File: config.mk
export PLATFORM = sky130hd
export DESIGN_NAME = rs_syndrome
export DESIGN_NICKNAME = d
export VERILOG_FILES = /design/src/rtl/rs_pkg.sv /design/src/rtl/rs_synd_lane.sv /design/src/rtl/rs_syndrome.sv
export SDC_FILE = /design/constraint.sdc
export NUM_CORES = 1
export LEC_CHECK = 0
export BUFFER_PORTS_ARGS = -buffer_cell sky130_fd_sc_hd__buf_2
export CAP_MARGIN = 20
export CORE_MARGIN = 2
export CORE_UTILIZATION = 30
export DETAILED_ROUTE_END_ITERATION = 8
export GPL_TIMING_DRIVEN = 0
export PLACE_DENSITY = 0.55
export SLEW_MARGIN = 20
export SYNTH_ARGS = -nofsm -noshare
export SYNTH_HDL_FRONTEND = slang
export SYNTH_HIERARCHICAL = 1
export SYNTH_SLANG_ARGS = --single-unit
File: constraint.sdc
create_clock -name clk_i -period 10.31 [get_ports clk_i]
set_input_delay 1.031 -clock clk_i [delete_from_list [all_inputs] [get_ports clk_i]]
set_output_delay 1.031 -clock clk_i [all_outputs]
set_load 0.005 [all_outputs]
File: src/rtl/rs_pkg.sv
// Shared GF(2^8) definitions for the RS syndrome block: field constants, byte type,
// FSM state encoding and the constant multiply-by-alpha^j helper.
package rs_pkg;

    localparam int          RS_N    = 200;
    localparam int          RS_NSYM = 32;
    localparam logic [8:0]  GF_POLY = 9'h11D;

    typedef logic [7:0] gf8_t;

    typedef enum logic [1:0] {
        ST_IDLE  = 2'd0,
        ST_ACCUM = 2'd1,
        ST_DONE  = 2'd2
    } state_t;

    function automatic gf8_t gf_xtime(input gf8_t a);
        gf8_t r;
        r = {a[6:0], 1'b0} ^ (a[7] ? GF_POLY[7:0] : 8'h00);
        return r;
    endfunction

    // With j constant this flattens to a pure XOR network (no clocked steps).
    function automatic gf8_t gf_mul_alpha_pow(input gf8_t a, input int j);
        gf8_t r;
        int   jj;
        r  = a;
        jj = j % 255;
        for (int k = 0; k < 255; k++) begin
            if (k < jj) begin
                r = gf_xtime(r);
            end
        end
        return r;
    endfunction

endpackage

File: src/rtl/rs_synd_lane.sv
// One Horner accumulator S <= S*alpha^J ^ d; exposes its next value so the top
// can register the error flag in the same cycle the last byte lands.
module rs_synd_lane
    import rs_pkg::*;
#(
    parameter int J = 0
) (
    input  logic clk_i,
    input  logic rst_ni,
    input  logic clr_i,
    input  logic i_en,
    input  logic i_restart,
    input  gf8_t i_dat,
    output gf8_t o_synd,
    output gf8_t o_synd_nxt
);

    gf8_t r_synd;
    gf8_t w_horner;

    assign w_horner   = gf_mul_alpha_pow(r_synd, J) ^ i_dat;
    assign o_synd_nxt = !i_en ? r_synd : (i_restart ? i_dat : w_horner);
    assign o_synd     = r_synd;

    always_ff @(posedge clk_i or negedge rst_ni) begin
        if (!rst_ni) begin
            r_synd <= '0;
        end else if (clr_i) begin
            r_synd <= '0;
        end else begin
            r_synd <= o_synd_nxt;
        end
    end

endmodule

File: src/rtl/rs_syndrome.sv
// RS syndrome calculator: one byte per cycle, result held in DONE until consumed;
// input stalls (ready low) while a result is held. Optional RS_SYNDROME_ERRCNT_EN adds err_cnt_o.
module rs_syndrome
    import rs_pkg::*;
#(
    parameter int N    = RS_N,
    parameter int NSYM = RS_NSYM
) (
    input  logic                clk_i,
    input  logic                rst_ni,
    input  logic                clr_i,
    input  logic                cw_valid_i,
    output logic                cw_ready_o,
    input  logic [7:0]          cw_data_i,
    output logic                synd_valid_o,
    input  logic                synd_ready_i,
    output logic [8*NSYM-1:0]   synd_o,
    output logic                err_o
`ifdef RS_SYNDROME_ERRCNT_EN
    ,
    output logic [15:0]         err_cnt_o
`endif
);

    localparam int              CW   = (N > 1) ? $clog2(N) : 1;
    localparam logic [CW-1:0]   LAST = CW'(N - 1);

    state_t             r_state;
    state_t             w_state_nxt;
    logic [CW-1:0]      r_count;
    logic               r_err;
    logic               w_accept;
    logic               w_restart;
    logic               w_last;
    logic               w_done_exit;
    logic [8*NSYM-1:0]  w_synd_nxt;

    // Ready is gated by clr so a clear never coincides with a handshake.
    assign cw_ready_o   = rst_ni && !clr_i && (r_state != ST_DONE);
    assign w_accept     = cw_valid_i && cw_ready_o;
    assign w_restart    = (r_state == ST_IDLE);
    assign w_last       = (r_state == ST_IDLE) ? (N == 1) : (r_count == LAST);
    assign w_done_exit  = (r_state == ST_DONE) && synd_ready_i;
    assign synd_valid_o = (r_state == ST_DONE);
    assign err_o        = r_err;

    always_comb begin
        w_state_nxt = r_state;
        case (r_state)
            ST_IDLE, ST_ACCUM: begin
                if (w_accept) begin
                    w_state_nxt = w_last ? ST_DONE : ST_ACCUM;
                end
            end
            ST_DONE: begin
                if (synd_ready_i) begin
                    w_state_nxt = ST_IDLE;
                end
            end
            default: w_state_nxt = ST_IDLE;
        endcase
    end

    always_ff @(posedge clk_i or negedge rst_ni) begin
        if (!rst_ni) begin
            r_state <= ST_IDLE;
            r_count <= '0;
            r_err   <= 1'b0;
        end else if (clr_i) begin
            r_state <= ST_IDLE;
            r_count <= '0;
            r_err   <= 1'b0;
        end else begin
            r_state <= w_state_nxt;
            if (w_accept) begin
                r_count <= w_last ? '0 : (w_restart ? CW'(1) : r_count + 1'b1);
            end
            // Flag is taken from the lanes' next values so it is valid on DONE entry.
            if (w_accept && w_last) begin
                r_err <= |w_synd_nxt;
            end else if (w_done_exit) begin
                r_err <= 1'b0;
            end
        end
    end

    for (genvar g = 0; g < NSYM; g++) begin : g_lane
        rs_synd_lane #(
            .J (g)
        ) u_lane (
            .clk_i      (clk_i),
            .rst_ni     (rst_ni),
            .clr_i      (clr_i),
            .i_en       (w_accept),
            .i_restart  (w_restart),
            .i_dat      (cw_data_i),
            .o_synd     (synd_o[8*g +: 8]),
            .o_synd_nxt (w_synd_nxt[8*g +: 8])
        );
    end

`ifdef RS_SYNDROME_ERRCNT_EN
    logic [15:0] r_err_cnt;

    always_ff @(posedge clk_i or negedge rst_ni) begin
        if (!rst_ni) begin
            r_err_cnt <= '0;
        end else if (clr_i) begin
            r_err_cnt <= '0;
        end else if (w_done_exit && r_err && (r_err_cnt != 16'hFFFF)) begin
            r_err_cnt <= r_err_cnt + 16'd1;
        end
    end

    assign err_cnt_o = r_err_cnt;
`endif

endmodule

* Yosys cells after proc, flatten, opt, wreduce, memory -nomap -nowiden *
Index checks and enable logic that the tools add are counted.

operators by class
  add/sub/neg operators = 1
  multiplexer cells = 605
  bitwise operators = 528
  eq/ne operators = 6
  reductions and logical operators = 12

operators by type and width
  operator               number
  $xor A8 B8 Y8          528
  $mux W5                496
  $mux W8                100
  $reduce_or A256 Y1     1
  $add A8 B1 Y8 const B  1
  $eq A8 B8 Y1 const B   1
  $mux W2                4
  $ne A3 B2 Y1 const B   2
  $logic_and A1 B1 Y1    5
  $mux W1                4
  $pmux W2 S2            1
  $reduce_bool A3 Y1     1
  $eq A2 B1 Y1 const B   1
  $eq A2 B2 Y1 const B   1
  $logic_not A2 Y1       1
  $ne A2 B2 Y1 const B   1
  $reduce_and A2 Y1      1
  $reduce_bool A2 Y1     1
  $reduce_or A2 Y1       1
  $logic_not A1 Y1       1

storage, ports and cells
  output and inout port bits = 259
  bits in registers = 267
  word-level logic and storage cells = 1187
  bits of input ports = 13

* Logic depth before layout (Yosys ltp) *
Gate-level depths: netlist of the first run.

  word-level depth = 68
  mapped depth = 13
  depth with buffers taken out = 12

* Hierarchy *
The synthesis of the first run kept the hierarchy.

by module, submodules not included
  module                             seq. area each (µm²)  cells each  times used  area an instance (µm²)
  rs_syndrome                        275.3                 154         1           1197.4
  rs_synd_lane at g_lane[19].u_lane  200.2                 94          1           818.3
  rs_synd_lane at g_lane[24].u_lane  200.2                 88          1           812.0
  rs_synd_lane at g_lane[25].u_lane  200.2                 91          1           783.3
  rs_synd_lane at g_lane[12].u_lane  200.2                 80          1           767.0
  rs_synd_lane at g_lane[31].u_lane  200.2                 79          1           757.0
  rs_synd_lane at g_lane[16].u_lane  200.2                 76          1           753.2
  rs_synd_lane at g_lane[18].u_lane  200.2                 83          1           750.7
  rs_synd_lane at g_lane[13].u_lane  200.2                 80          1           747.0
  rs_synd_lane at g_lane[17].u_lane  200.2                 75          1           747.0
  rs_synd_lane at g_lane[11].u_lane  200.2                 76          1           732.0
  rs_synd_lane at g_lane[8].u_lane   200.2                 83          1           723.2
  rs_synd_lane at g_lane[10].u_lane  200.2                 71          1           696.9
  rs_synd_lane at g_lane[20].u_lane  200.2                 68          1           694.4
  +19 rows                           --                    --          --          --

* Least setup slack after synthesis of the first run *
Ideal clock, no wire load.

  path kind = flip-flop to flip-flop
  start = register r_state[1]
  end = register r_err, in the netlist err_o
  slack = 6.230 ns
  data required time = 10.170 ns
  arrival time = 3.940 ns
  buffers on the path = 1
  cell stages (with the launch flop) = 13
  cells stage by stage = dfrtp_1 > or2_4 > inv_1 > clkbuf_1 > inv_1 > nand3_1 > mux2i_1 > or3_1 > nor4_1 > nand4_1 > nor4_1 > and4_1 > a221oi_2

RTL lines
  element                   line                text
  start: declaration        rs_syndrome.sv:28   state_t r_state;
  start signal: assignment  rs_syndrome.sv:74   r_state <= w_state_nxt;
  $logic_not A2 Y1          rs_syndrome.sv:41   assign w_restart = (r_state == ST_IDLE);
  net w_restart             rs_syndrome.sv:33   logic w_restart;
  $mux W8 (2 in a row)      rs_synd_lane.sv:22  assign o_synd_nxt = !i_en ? r_synd : (i_restart ? i_dat : w_horner);
  net w_synd_nxt[131]       rs_syndrome.sv:36   logic [8*NSYM-1:0] w_synd_nxt;
  $reduce_or A256 Y1        rs_syndrome.sv:80   r_err <= |w_synd_nxt;
  $mux W1                   rs_syndrome.sv:79   if (w_accept && w_last) begin
  $mux W1                   rs_syndrome.sv:69   end else if (clr_i) begin
  end signal: assignment    rs_syndrome.sv:80
  end: declaration          rs_syndrome.sv:31   logic r_err;

The timed path passes the listed nets, and every way through them passes these cells.
A chain may end at the register's enable or synchronous reset.

* Final worst setup path of the first run *
  start = input rst_ni
  end = register r_err, in the netlist err_o

between the ends
  cells in the longest elaborated chain, start to end = 7

ends and longest elaborated chain
  element                           line                text
  start: declaration                rs_syndrome.sv:10   input logic rst_ni,
  $logic_and A1 B1 Y1 (2 in a row)  rs_syndrome.sv:39   assign cw_ready_o = rst_ni && !clr_i && (r_state != ST_DONE);
  $logic_and A1 B1 Y1               rs_syndrome.sv:40   assign w_accept = cw_valid_i && cw_ready_o;
  net w_accept                      rs_syndrome.sv:32   logic w_accept;
  $mux W8                           rs_synd_lane.sv:22
  net w_synd_nxt[153]               rs_syndrome.sv:36
  $reduce_or A256 Y1                rs_syndrome.sv:80
  $mux W1                           rs_syndrome.sv:79
  $mux W1                           rs_syndrome.sv:69

The timed path passes the listed nets, and every way through them passes these cells.

==> flow_summary.yaml, run 1 <==
power_and_ir_drop:
  power.static_leakage_nw: 11.38
  maximum_vdd_drop_mv: 0.08953
  pwr_density_cell_nw_per_um2: 121.9
setup_path:
  timing.critical_path.from_type: "primary input"
  critical_path.max_fanout: 157
  timing.critical_path.slowest_stage_cell: "sky130_fd_sc_hd__buf_8"
  setup.worst_path.class: "primary input to flip-flop"
  timing.critical_path.mode_cell: "sky130_fd_sc_hd__clkbuf_1"
  kind_of_capture_point_of_the_worst_setup_path: "flip-flop"
  slowest_delay_ps: 770
  crit_arrival_ps: 5900
  crit_buf_inv: 7
  worstPathRequired_ps: 10730
  worst_path_dominant_cell_family: "buffers and inverters"
  crit_path_cell_trace: "buf_8 -> buf_16 -> and4_1 -> buf_8 -> clkbuf_1 -> clkbuf_1 -> clkbuf_1 -> a21oi_1 -> nor4_1 -> nand4_1 -> nor4_2 -> buf_4 -> and4_1 -> a221oi_2"
yosys:
  synthesis.area_um2: 22880
  ys_async_sr_fraction_pct: 100.0
  yosys.cell_types.count: 112
  synthesis.yosys.warnings: 6
  ys_seq_area_share_pct: 29.20
  synth.ff_latch_count: 267
  post_synth_net_total: 2512
  synth.avg_cell_area_um2: 9.160
  syn-instance-count: 2498
  synth_edf_count: 0
  synth-main-ff-cell: "sky130_fd_sc_hd__dfrtp_1"
finish:
  finish.utilization_pct: 35.76
  design.final.nets: 2838
  syn_to_final_growth_pct: 18.30
  final_layout_size_suffix_gt1_share_pct: 19.45
sta:
  timing.final.setup_violations: 0
  maxSlewViolCount: 0
  maxSlewHeadroom_pct: 25.27
  clock.fmax_ghz: 0.1824
  timing_hold_violations_final: 0
  period_share_pct: 53.17
  final.setup.tns_ps: 0
  final.hold.worst_slack_ps: 444.9
  grt_setup_unrepaired: "no"
  clock-skew-final_ps: 18.91
  max_slew.worst_pin.slew_ps: 1121
  post-route-min-period_ps: 5481
detailed_routing:
  antenna_left: 0
  route.final.wire_length_um: 75550
  top_layer_used: "met4"
  dr_wl_met3_um: 4158
  drt_iter0_markers: 1269
  vias: 20490
  vias_per_cell: 5.348
  drtPass1Iterations: 5
  wire_per_inst_um: 19.72
  detail_route.wirelength.met1_um: 35080
  remaining_drc_errors: 0
  wl_met2_um: 34570
cts:
  resize_count_post_cts: 0
  cts.root.buffer_cell: "sky130_fd_sc_hd__clkbuf_16"
  cts_sinks: 267
  number_of_buffers_created_by_cts: 38
  post_cts_buffers: 0
  htreeDepth: 2
  latest_clock_arrival_within_the_worst_skew_pair_ps: 550
  hold_fix_buffers_cts: 0
  clk_transition_reported_paths_ps: 60
  clk_path_buf_depth: 3
  cts_tree: "built"
outcome:
  status: "completed"
placed_design:
  gp_routability_congestion: 0.8165
  post_dp_hpwl_um: 51140
  portBuffers: 271
global_routing:
  first_global_vias: 19330
  global_route_wire_length_before_repair_um: 116900
  pin_count_of_the_biggest_net_entering_global_routing: 158
  grt_antenna_before_repair: 1
  track_usage_pct: 18.87
  grt-ovfl-total: 0
floorplan:
  die_width_um: 280.2
  initial_utilization_pct: 30.23
  area_of_the_core_um2: 75700
  die-height_um: 280.2
  io_pins: 272
  die_area_um2: 78500
  core.rowCount: 101
hold_path:
  timing.hold.worst.class: "primary input to async pin"
run:
  drv_cap: 0
[cell families after synthesis]
family,Yosys count,synth area share [%]
AO/OA/AOI/OAI,656,19.72
flip-flops,267,29.20
adder cells (fa/ha/maj),1,0.05467
multiplexers,80,3.669
XOR/XNOR,441,22.08
AND/OR/NAND/NOR,848,20.81
buffers and inverters,205,4.462
[report_power, final]
group	leakage (nW)	switching, mW	internal, mW
logic	7.15	0.462	0.373
clock network	0.586	0.541	0.754
registers	3.65	0.0756	1.09
total	11.4	1.08	2.22
[placed cells by master (no fill, tap or decap), drive strengths merged, types with 9 or more instances in the layout]
master / synthesis / layout
o21a: 10 / 10
nand3: 45 / 45
nand4: 18 / 18
xor2: 97 / 97
a32o: 21 / 21
nor2: 292 / 292
mux2i: 55 / 55
nand3b: 26 / 26
nor3b: 9 / 9
or3: 43 / 43
o211ai: 38 / 38
and3: 14 / 14
nor4: 73 / 73
nand4b: 12 / 12
clkbuf: 78 / 138
mux2: 25 / 25
xnor3: 61 / 61
and2b: 10 / 10
xnor2: 281 / 281
a211oi: 126 / 126
and2: 11 / 11
a22o: 19 / 19
buf: 86 / 372
o21ai: 86 / 86
or4b: 38 / 38
nand2b: 69 / 69
nor3: 22 / 22
a21oi: 176 / 176
o22ai: 18 / 18
a31oi: 79 / 79
nor2b: 54 / 54
nand2: 68 / 68
dfrtp: 267 / 267
a311oi: 39 / 39
inv: 39 / 40
and3b: 10 / 10
[area by class of cell]
| class | count | area, µm² |
|---|---|---|
| Clock inverter | 9 | 51.30 |
| Multi-Input combinational cell | 2026 | 15190 |
| Buffer | 166 | 878.3 |
| Clock buffer | 60 | 1135 |
| Inverter | 39 | 151.4 |
| Antenna cell | 1 | 2.502 |
| Fill cell | 7744 | 48630 |
| Sequential cell | 267 | 6681 |
| Tap cell | 978 | 1224 |
| Timing Repair Buffer | 286 | 1754 |
[path summary, 6_finish.rpt]
kind | from | endpoint | slack [ps] | cells after the start
setup / recovery | rst_ni | err_o | 4830 | 14
max in group asynchronous | rst_ni | g_lane[5].u_lane/o_synd[2] | 8690 | 3
setup reg to reg | r_state[0] | err_o | 5830 | 13
min in group clk_i | r_count[5] | r_count[5] | 520 | 1
hold / removal | rst_ni | g_lane[21].u_lane/o_synd[4] | 440 | 1
hold reg to reg | r_count[5] | r_count[5] | 520 | 1
[state kept, by name, summed over array words and instances (netlist names)]
signal	flops
g_lane.u_lane/o_synd	256
err_o	1
r_state	2
r_count	8
[synth_stat cells, types with 45 or more instances]
cell type / instances / share of area [%]
sky130_fd_sc_hd__nor2b_1: 52 / 1.4
sky130_fd_sc_hd__nand3_1: 45 / 0.98
sky130_fd_sc_hd__nor2_1: 289 / 4.7
sky130_fd_sc_hd__nand2_1: 68 / 1.1
sky130_fd_sc_hd__a211oi_1: 115 / 3.8
sky130_fd_sc_hd__o21ai_0: 69 / 1.5
sky130_fd_sc_hd__dfrtp_1: 267 / 29
sky130_fd_sc_hd__nand2b_1: 67 / 1.8
sky130_fd_sc_hd__a21oi_1: 175 / 3.8
sky130_fd_sc_hd__xor2_1: 84 / 3.2
sky130_fd_sc_hd__xnor2_1: 259 / 9.9
sky130_fd_sc_hd__a31oi_1: 79 / 2.2
sky130_fd_sc_hd__xnor3_1: 50 / 4.9
sky130_fd_sc_hd__clkbuf_1: 70 / 1.1
sky130_fd_sc_hd__nor4_1: 72 / 2.0
sky130_fd_sc_hd__mux2i_1: 55 / 2.4
[through the flow]
step	power [mW]	cells	setup WS (ps)	area [µm²]
after global placement	2.012	3747	-1801	25460
after floorplan	1.736	2498	6230	22880
after global routing	3.480	3831	4336	27070
final	3.299	3832	4829	27070
after detailed placement	2.026	3762	4121	25880
after CTS	3.365	3831	4720	27070
[per-layer routing]
metal,vias to the layer above,global-route usage [%]
met1,10020,26.18
met3,112,3.822
met5,-,0
li1,9893,-
met4,0,4.840
met2,470,29.84
[worst register-to-register path, cell delays in order, from the launching register on]
cell and delay (ps):
sky130_fd_sc_hd__dfrtp_1 380, sky130_fd_sc_hd__nand2b_2 160, sky130_fd_sc_hd__and4_1 230, sky130_fd_sc_hd__buf_8 770, sky130_fd_sc_hd__clkbuf_1 450, sky130_fd_sc_hd__clkbuf_1 410, sky130_fd_sc_hd__clkbuf_1 410, sky130_fd_sc_hd__a21oi_1 160
sky130_fd_sc_hd__nor4_1 380, sky130_fd_sc_hd__nand4_1 240, sky130_fd_sc_hd__nor4_2 260, sky130_fd_sc_hd__buf_4 190, sky130_fd_sc_hd__and4_1 240, sky130_fd_sc_hd__a221oi_2 70
No activity file was read; power rests on OpenSTA's default activity.
==> run 2, diff against run 1 <==
- clock period: 10.31 -> 5.06 ns (I/O delays scaled with it)
==> run 2 against run 1 <==
Against the previous run: via count rose by 0.40%; critical path depth is 1 higher; utilization is 0.091 points higher; worst hold slack worse by 200 ps; highest routed layer unchanged; first-iteration DRC count rose by 14%; critical endpoint unchanged; critical path type unchanged; setup slack worse by 4400 ps.
==> flow_summary.yaml, run 2 (synthesis gave the netlist of run 1 again) <==
outcome:
  status: "completed"
floorplan:
  area_of_the_core_um2: 75700
  initial_utilization_pct: 30.23
  die-height_um: 280.2
  core.rowCount: 101
  die_area_um2: 78500
  io_pins: 272
  die_width_um: 280.2
sta:
  period_share_pct: 92.25
  grt_setup_unrepaired: "no"
  maxSlewViolCount: 0
  final.setup.tns_ps: 0
  timing.final.setup_violations: 0
  clock.fmax_ghz: 0.2142
  maxSlewHeadroom_pct: 45.56
  max_slew.worst_pin.slew_ps: 809.2
  post-route-min-period_ps: 4668
  clock-skew-final_ps: 17.85
  timing.final.ws_setup_ps: 392.2
  timing_hold_violations_final: 0
global_routing:
  first_global_vias: 19350
  pin_count_of_the_biggest_net_entering_global_routing: 158
  track_usage_pct: 18.91
  global_route_wire_length_before_repair_um: 117100
  grt-ovfl-total: 0
  grt_antenna_before_repair: 1
finish:
  final_common_cell: "sky130_fd_sc_hd__buf_2"
  syn_to_final_growth_pct: 18.60
  largest_register_ffs: 256
  final_layout_size_suffix_gt1_share_pct: 19.64
  layout.cells.non_filler: 3835
  design.final.nets: 2841
  final_cell_mix: "sky130_fd_sc_hd__buf_2 (295), sky130_fd_sc_hd__nor2_1 (289), sky130_fd_sc_hd__dfrtp_1 (267)"
cts:
  number_of_buffers_created_by_cts: 38
  clk_path_buf_depth: 3
  post_cts_buffers: 0
  cts_sinks: 267
  cts_tree: "built"
  htreeDepth: 2
  clk_transition_reported_paths_ps: 60
  cts.root.buffer_cell: "sky130_fd_sc_hd__clkbuf_16"
  latest_clock_arrival_within_the_worst_skew_pair_ps: 550
setup_path:
  worstSetupStartpoint: "rst_ni"
  critical_path.max_fanout: 79
  ff_to_ff_path_depth: 13
  rr_endpoint: "err_o"
  setup.worst_path.class: "primary input to flip-flop"
  timing.reg2reg.setup_slack_ps: 920
  kind_of_capture_point_of_the_worst_setup_path: "flip-flop"
  worst_r2r_startpoint: "r_state[1]"
  worstPathRequired_ps: 5480
  crit_arrival_ps: 5090
  crit_end: "err_o"
  timing.critical_path.from_type: "primary input"
placed_design:
  post-place-cells: 3762
  portBuffers: 271
  post_dp_hpwl_um: 51140
  dp_worst_setup_slack_ps: -604.0
  gp_routability_congestion: 0.8165
power_and_ir_drop:
  power.static_leakage_nw: 11.41
  pwr_density_cell_nw_per_um2: 248.1
  maximum_vdd_drop_mv: 0.1830
detailed_routing:
  vias_per_cell: 5.366
  drtPass1Iterations: 5
  drt_iter0_markers: 1445
  wire_per_inst_um: 20.03
  vias: 20580
  route.final.wire_length_um: 76800
  antenna_left: 0
  remaining_drc_errors: 0
hold_path:
  timing.hold.worst.class: "primary input to flip-flop"
run:
  drv_cap: 0
[run 2: changes by cell type in the layout (fill, tap and decap cells not counted), sizes merged]
cell / delta
clkbuf: +1
dlygate4sd3: +1
buf: +1
[run 2: final cells by class]
cell class                      count  area [µm²]
Antenna cell                        1       2.502
Timing Repair Buffer              289        1803
Clock inverter                      9       51.30
Fill cell                        7740       48560
Tap cell                          978        1224
Multi-Input combinational cell   2026       15200
Sequential cell                   267        6681
Inverter                           39       151.4
Clock buffer                       60        1135
Buffer                            166       890.9
[run 2: report_power, final]
part           total [mW]  switching [mW]  internal, mW
logic                1.71           0.948         0.763
registers            2.38           0.154          2.23
clock network        2.64            1.10          1.54
total                6.73            2.21          4.53
[run 2: what timing repair did]
item	CTS	global route
gates resized for setup	1	8
endpoints found under the hold margin	65	0
hold buffers	2	0
endpoints found under the setup margin	1	1
cloned	0	1
pin swaps	0	0
[run 2: per-stage QoR]
step	utilization [%]	power (mW)	hold WS, ps	instance area, µm²
after CTS	35.81	6.860	200.7	27110
after global routing	35.85	7.100	226.2	27130
after global placement	33.64	4.099	496.4	25460
after detailed placement	34.19	4.128	509.9	25880
after floorplan	-	3.537	210.4	22880
final	35.85	6.734	244.4	27140
[run 2: critical path, cell delays in order]
cell	delay, ps
sky130_fd_sc_hd__dlygate4sd3_1	560
sky130_fd_sc_hd__buf_8	170
sky130_fd_sc_hd__buf_16	320
sky130_fd_sc_hd__and4_2	440
sky130_fd_sc_hd__clkbuf_16	410
sky130_fd_sc_hd__clkbuf_8	250
sky130_fd_sc_hd__buf_2	220
sky130_fd_sc_hd__nand3b_1	100
sky130_fd_sc_hd__a21oi_1	180
sky130_fd_sc_hd__a211oi_2	70
sky130_fd_sc_hd__nor4_1	550
sky130_fd_sc_hd__nand4_1	220
sky130_fd_sc_hd__nor4_1	500
sky130_fd_sc_hd__and4_1	310
sky130_fd_sc_hd__a221oi_2	70
[run 2: worst min path at each step]
stage / cells after the start / start / endpoint / slack, ps
after floorplan: 0 / rst_ni / err_o / 210
after global placement: 1 / r_state[1] / r_state[0] / 500
after detailed placement: 1 / r_count[5] / r_count[5] / 510
after CTS: 3 / synd_ready_i / r_state[1] / 200
after global routing: 3 / synd_ready_i / r_state[1] / 230
final: 3 / synd_ready_i / r_state[1] / 240
[run 2: routing by layer]
layer	track usage, %	vias up	share of wire [%]
met2	29.93	509	46
met4	4.854	0	2.2
met3	3.739	107	5.8
li1	-	9898	-
met1	26.26	10060	46
met5	0	-	0
